==> src/rtl/bus_byte_fifo_pkg.sv <==
// Shared defaults and operation encoding for the bus-side byte FIFO.
package bus_byte_fifo_pkg;

  localparam int DEF_WIDTH  = 8;
  localparam int DEF_DEPTH  = 4;
  localparam int DEF_ADDR_W = 2;

  // Encoded as {write_accepted, read_accepted}.
  typedef enum logic [1:0] {
    OP_NONE = 2'b00,
    OP_RD   = 2'b01,
    OP_WR   = 2'b10,
    OP_BOTH = 2'b11
  } fifo_op_e;

endpackage

==> src/rtl/bus_byte_fifo_ptr.sv <==
// Modulo-DEPTH pointer register; DEPTH is a power of two, so wrap is the natural carry-out.
module fifo_ptr #(
  parameter int ADDR_W = 2
) (
  input  logic              clk,
  input  logic              reset,
  input  logic              inc,
  output logic [ADDR_W-1:0] ptr
);

  logic [ADDR_W-1:0] ptr_q, ptr_d;

  always_comb begin
    ptr_d = ptr_q;
    if (inc) ptr_d = ptr_q + ADDR_W'(1);
  end

  always_ff @(posedge clk) begin
    if (reset) ptr_q <= '0;
    else       ptr_q <= ptr_d;
  end

  assign ptr = ptr_q;

endmodule

==> src/rtl/bus_byte_fifo.sv <==
// Byte FIFO feeding a 74x541 bus buffer; head on q, active-low buffer enable on noe.
// Optional sticky overrun flag on rejected writes when BUS_FIFO_OVERRUN_EN is defined.
module bus_byte_fifo
  import bus_byte_fifo_pkg::*;
#(
  parameter int WIDTH  = DEF_WIDTH,
  parameter int DEPTH  = DEF_DEPTH,
  parameter int ADDR_W = DEF_ADDR_W
) (
  input  logic              clk,
  input  logic              reset,
  input  logic [WIDTH-1:0]  wdata,
  input  logic              wr,
  input  logic              rd,
  input  logic              nsel,
  output logic [WIDTH-1:0]  q,
  output logic              noe,
  output logic              empty,
  output logic              full,
  output logic [ADDR_W:0]   count
`ifdef BUS_FIFO_OVERRUN_EN
  ,
  output logic              overrun
`endif
);

  localparam int CNT_W = ADDR_W + 1;

  logic [WIDTH-1:0]  mem_q [DEPTH];
  logic [ADDR_W-1:0] rptr, wptr;
  logic [CNT_W-1:0]  count_q, count_d;
  logic              empty_q, empty_d, full_q, full_d;
  logic              wr_acc, rd_acc;
  fifo_op_e          op;

  // A full FIFO still takes a write when a read frees the head slot in the same cycle.
  always_comb begin
    wr_acc  = wr && (!full_q || rd);
    rd_acc  = rd && !empty_q;
    op      = fifo_op_e'({wr_acc, rd_acc});
    count_d = count_q;
    case (op)
      OP_WR:   count_d = count_q + CNT_W'(1);
      OP_RD:   count_d = count_q - CNT_W'(1);
      default: count_d = count_q;
    endcase
    empty_d = (count_d == '0);
    full_d  = (count_d == CNT_W'(DEPTH));
  end

  always_ff @(posedge clk) begin
    if (reset) begin
      count_q <= '0;
      empty_q <= 1'b1;
      full_q  <= 1'b0;
    end else begin
      count_q <= count_d;
      empty_q <= empty_d;
      full_q  <= full_d;
    end
  end

  always_ff @(posedge clk) begin
    if (wr_acc) mem_q[wptr] <= wdata;
  end

  fifo_ptr #(.ADDR_W(ADDR_W)) u_rptr (
    .clk   (clk),
    .reset (reset),
    .inc   (rd_acc),
    .ptr   (rptr)
  );

  fifo_ptr #(.ADDR_W(ADDR_W)) u_wptr (
    .clk   (clk),
    .reset (reset),
    .inc   (wr_acc),
    .ptr   (wptr)
  );

  assign q     = empty_q ? '0 : mem_q[rptr];
  assign noe   = nsel | empty_q;
  assign empty = empty_q;
  assign full  = full_q;
  assign count = count_q;

`ifdef BUS_FIFO_OVERRUN_EN
  logic overrun_q;

  always_ff @(posedge clk) begin
    if (reset)                      overrun_q <= 1'b0;
    else if (wr && full_q && !rd)   overrun_q <= 1'b1;
  end

  assign overrun = overrun_q;
`endif

endmodule
==> config.mk <==
export PLATFORM = sky130hd
export DESIGN_NAME = bus_byte_fifo
export DESIGN_NICKNAME = d
export VERILOG_FILES = /design/src/rtl/bus_byte_fifo_pkg.sv /design/src/rtl/bus_byte_fifo_ptr.sv /design/src/rtl/bus_byte_fifo.sv
export SDC_FILE = /design/constraint.sdc
export NUM_CORES = 1
export LEC_CHECK = 0
export BUFFER_PORTS_ARGS = -buffer_cell sky130_fd_sc_hd__clkbuf_2
export CAP_MARGIN = 20
export CORE_ASPECT_RATIO = 1.4
export CORE_UTILIZATION = 45
export CTS_BUF_LIST = sky130_fd_sc_hd__clkbuf_16
export DETAILED_ROUTE_END_ITERATION = 10
export GPL_TIMING_DRIVEN = 0
export MAX_ROUTING_LAYER = met4
export PLACE_DENSITY = 0.75
export SETUP_SLACK_MARGIN = 0.3
export SLEW_MARGIN = 25
export SYNTH_ARGS = -nofsm -noshare
export SYNTH_HDL_FRONTEND = slang
export SYNTH_SLANG_ARGS = --single-unit
export TNS_END_PERCENT = 100
==> constraint.sdc <==
create_clock -name clk -period 3.6 [get_ports clk]
set_clock_uncertainty 0.1 [all_clocks]
set_input_delay 0.72 -clock clk [delete_from_list [all_inputs] [get_ports clk]]
set_output_delay 0.72 -clock clk [all_outputs]
set_load 0.01 [all_outputs]
## Yosys cells after proc, flatten, opt, wreduce, memory -nomap -nowiden

Memories as Yosys holds them, arrays and structs flattened. A register that Yosys moved wholly into a read port is not among the register bits.
Index checks and enable logic that the tools add are counted.

- Add/sub/neg operators: 4
- Equality and inequality tests: 3
- Muxes and demuxes: 6
- Bitwise logic cells: 1
- Reductions and logical operators: 6

Operators by type and width:

| operator | count |
|---|---|
| two-way mux 8 bit | 1 |
| case mux 3 bit (2 select lines) | 1 |
| adder 2 x 1 -> 2 bit (second input constant) | 2 |
| two-way mux 2 bit | 2 |
| adder 3 x 1 -> 3 bit (second input constant) | 1 |
| == test 3 bit (second input constant) | 1 |
| zero test 3 bit | 1 |
| subtractor 3 x 1 -> 3 bit (second input constant) | 1 |
| == test 2 x 1 -> 1 bit (second input constant) | 1 |
| == test 2 bit (second input constant) | 1 |
| logical AND 1 bit | 2 |
| zero test 1 bit | 2 |
| two-way mux 1 bit | 2 |
| logical OR 1 bit | 1 |
| bitwise OR 1 bit | 1 |

- Bits in registers: 9
- Memory bits (writable): 32
- Output and inout bits: 14
- Word-level logic and storage cells: 26
- Memories kept: 1

Memory list:

| memory | depth | bits a word | read ports | clocked after Yosys merged registers in | wr ports | line | source |
|---|---|---|---|---|---|---|---|
| mem_q | 4 | 8 | 1 | 1 | 1 | bus_byte_fifo.sv:29 | `logic [WIDTH-1:0] mem_q [DEPTH];` |

## Logic depth before layout (Yosys ltp)

- Word-level depth: 6
- Gate-level depth with buffers: 8

## Hierarchy

Synthesis repeated with hierarchy kept, for this count alone.

- Cell total of the unflattened synthesis: 94
- Area total of the unflattened synthesis: 1645.3 um2

Modules (own cells, without submodules):

| module | instances | cells an instance | area an instance (um2) | sequential area each (um2) |
|---|---|---|---|---|
| bus_byte_fifo | 1 | 80 | 1487.7 | 1061.0 |
| fifo_ptr | 2 | 7 | 78.8 | 40.0 |

## Worst setup path before layout

No wires, ideal clock.

- Path kind: input -> register
- Start point: in wr
- End point: reg empty_q, in the netlist empty
- Data arrival time: 2292 ps
- Data required time: 3376 ps
- Slack: 1084 ps
- Stages on the path: 8
- Cells stage by stage: inv_1 nor2_1 inv_1 ha_1 fa_1 xnor2_1 or4_4 o311a_2

- Cells in the longest elaborated chain, start to end: 4
- Elaborated cells between the ends (all ways): 5

RTL lines:

| what | line | source |
|---|---|---|
| start, declared | bus_byte_fifo.sv:13 | `input logic wr,` |
| logical AND 1 bit * | bus_byte_fifo.sv:38 | `wr_acc = wr && (!full_q \|\| rd);` |
| == test 2 x 1 -> 1 bit or == test 2 bit (tied branches) | bus_byte_fifo.sv:42 | `case (op)` |
| case mux 3 bit (2 select lines) * | bus_byte_fifo.sv:42 |  |
| zero test 3 bit * | bus_byte_fifo.sv:47 | `empty_d = (count_d == '0);` |
| end signal, assigned | bus_byte_fifo.sv:58 | `empty_q <= empty_d;` |
| end, declared | bus_byte_fifo.sv:32 | `logic empty_q, empty_d, full_q, full_d;` |

Mark *: on every way between the ends. The rest lies on a longest branch, timed or not.
A chain may end at the register's enable or synchronous reset.

## Worst setup path in the final report

- Start point: in rd
- End point: reg empty_q, in the netlist empty

- Cells in the longest elaborated chain, start to end: 5
- Elaborated cells between the ends (all ways): 7

RTL lines:

| what | line | source |
|---|---|---|
| start, declared | bus_byte_fifo.sv:14 | `input logic rd,` |
| logical OR 1 bit | bus_byte_fifo.sv:38 |  |
| logical AND 1 bit | bus_byte_fifo.sv:38 |  |
| == test 2 x 1 -> 1 bit or == test 2 bit (tied branches) | bus_byte_fifo.sv:42 |  |
| case mux 3 bit (2 select lines) * | bus_byte_fifo.sv:42 |  |
| zero test 3 bit * | bus_byte_fifo.sv:47 |  |

Marked as above.

==> out/summary.txt <==
Die outline height - 76.2 µm
Post-CTS sizing - 0
Vias per inst - 5.19
Synthesis-to-layout area growth - 19.3%
Clk_lat worst skew - 0.28 ns
# hold bufs at CTS - 0
Grt ovf - 0
Critical path class - in2reg
Drt drc - 0
CP endpoint kind - flip-flop
Rows - 26
Cell family with most CP delay - simple AND/OR/NAND/NOR gates
Achievable frequency - 0.395 GHz
IO Port Bufs - 25
Finished Layout Cells - 185
Post-Synthesis Net Count - 129
Worst Hold Depth - 2
Flop2flop setup slack - 1.24 ns
Largest net degree at the start of global routing - 14
Cell count after synthesis - 110
Hold_sp - u_wptr.ptr[1]
Initial DRT Pass Iterations - 4
Hold Vio Cnt, Final - 0
Die X - 55.0 µm
Synthesized flop and latch total - 43
Clk pin slew, worst setup/hold paths - 0.06 ns
Worst Path Max Fanout - 5
Clk buf depth - 2
Setup WS pre-CTS - 0.789 ns
Vias - 961
EDFF count, synth - 32
Ys Warns - 0
Slew HR - 65.7%
Actual slew at the worst max-slew pin - 0.514 ns
WL final - 2890 µm
Leakage - 0.791 nW
GRT Total Usage - 16.9%
Hold endpoint - u_wptr.ptr[1]
DP HPWL - 2020 µm
H-tree depth - 2
Number of max-cap violations - 0
Post-synth top area share - 54.4%
Setup TNS - 0 ns
Vias in the first global route - 1,029
Hold Crit Class - reg2reg
Slew Viols, Final - 0
Core area - 3710 µm²
Crit path launch - rd
Leading area contributor after synthesis - edfxtp_1
WP data required - 3.67 ns
ANT nets after route - 0
Mapped cell area - 1770 µm²
Cts bufs inserted - 5
Synth cell types - 27
WP data arrival - 2.60 ns
FF-to-FF End - empty
IO Pins - 27
Setup slack after layout - 1.07 ns
Area contributors post-synth - edfxtp_1 (54%), dfxtp_1 (12%), mux4_2 (10%), nor2b_1 (3.9%), ha_1 (3.5%)
CP bufs+invs - 2
Worst R2R Start - full
Initial core utilization - 47.7%
Largest stage delay, worst path - 0.45 ns
Status - finished, final reports clean
Crit path time final - 2.53 ns
CTS tree - done
Count of final setup violators - 0
Tcrit/Tclk final - 70.3%
Clk root buf - clkbuf_16
Placed Cells - 177
Share of layout cells above drive strength 1 - 32.9%
CP Cell Sequence - clkbuf_2 > nor2b_1 > nor2_1 > inv_1 > ha_1 > fa_1 > xnor2_1 > or4_4 > o311a_2
Placer Congestion - 0.734
CTS sink cnt - 43
Layout net count - 161
RSZ-0062 raised after global routing - false
Initial drt markers - 30
Synth async-reset ratio - 0%
Die area - 4190 µm²
Post-CTS Setup Bufs - 0
Seq/Total Area, Yosys - 66.8%
Routed WL per cell - 15.6 µm
Setup crit start kind - primary input
Syn avg cell area - 16.1 µm²
PD cells - 677 nW/µm²
Global-route wire length before repair - 4800 µm
# diodes - 0
Synth Flop Type - edfxtp_1
Slowest CP cell - or4_4
Max VDD drop - 0.000585 V
Initial antenna violation count - 0
R2R cell count - 8
==> layer usage <==
metal  share of wire, %  vias to the layer above  GRT usage (%)
met4                2.1                        0           7.50
li1                   -                      468              -
met3                4.7                        6           5.19
met5                  0                        -              -
met2                 53                       29           26.5
met1                 40                      458           19.1
==> worst max-delay path by stage <==
stage               endpoint  slack, ns  cells after the start
detailed placement     empty       0.79                      9
global route           empty       0.98                      9
finish                 empty       1.07                      9
CTS                    empty       1.08                      9
floorplan              empty       1.08                      8
global placement       empty       0.84                      9
==> tightest hold or removal path, delay by kind of cell (launching register included) <==
kind	cells	cell delay (ns)
AO/OA/AOI/OAI	2	0.14
flip-flops	1	0.33
==> per-stage QoR <==
step / hold WS, ns / total power [W] / cell area, µm² / utilization (%)
after CTS: 0.424 / 0.00144 / 2110 / 56.9
after floorplan: 0.385 / 0.000844 / 1770 / -
after detailed placement: 0.416 / 0.000946 / 1950 / 52.5
after global placement: 0.397 / 0.000932 / 1950 / 52.5
final: 0.426 / 0.00143 / 2110 / 56.9
after global routing: 0.468 / 0.00150 / 2110 / 56.9
==> logic make-up after synthesis <==
kind of cell | after synthesis | share of synthesized area, %
DFF | 43 | 66.8
and+or+nand+nor | 31 | 10.3
buffers and inverters | 9 | 2.62
muxes | 9 | 10.8
AOI/OAI and AO/OA | 8 | 2.83
adders and majority gates | 6 | 4.67
xor gates and xnor gates | 4 | 1.98
==> sequential cells by signal, summed over array words and instances, names as in the netlist, named ones only <==
| signal | flops |
|---|---|
| count | 3 |
| empty | 1 |
| full | 1 |
| mem_q | 32 |
| u_rptr.ptr | 2 |
| u_wptr.ptr | 2 |
==> synthesized netlist by cell type (all sizes together) (3+ instances only) <==
cell,instances
a21oi,4
and2,4
clkbuf,3
dfxtp,11
edfxtp,32
ha,5
inv,4
mux4,8
nor2,7
nor2b,11
o21ai,3
==> layout by cell type (no fill, tap or decap), types with 2 or more instances in the layout <==
master | netlist | layout
xor2_1 | 2 | 2
mux4_2 | 8 | 8
edfxtp_1 | 32 | 32
nand2_1 | 2 | 2
nor2_1 | 7 | 7
clkbuf_1 | 2 | 2
ha_1 | 5 | 5
clkbuf_2 | 1 | 26
clkbuf_16 | 0 | 5
nand3b_1 | 2 | 2
a21oi_1 | 3 | 3
and2_1 | 4 | 4
xnor2_1 | 2 | 2
nor2b_1 | 11 | 11
dfxtp_1 | 11 | 11
o21ai_0 | 3 | 3
inv_1 | 4 | 4
==> where the power goes <==
group / switching (W) / leakage, nW / total (W) / internal [W]
combinational: 0.000160 / 0.326 / 0.000317 / 0.000157
clock: 0.000173 / 0.0812 / 0.000496 / 0.000323
sequential: 0.0000334 / 0.384 / 0.000615 / 0.000581
==> area by class of cell <==
type                    count  area [µm²]
clock inverters             3        38.8
inverters                   4        15.0
fillers                   296        1600
clock buffers               5         125
flip-flops and latches     43        1180
repair buffers             25         125
multi-input cells          58         541
plain buffers               5        31.3
well taps                  42        52.6
(Power assumes the default switching activity.)
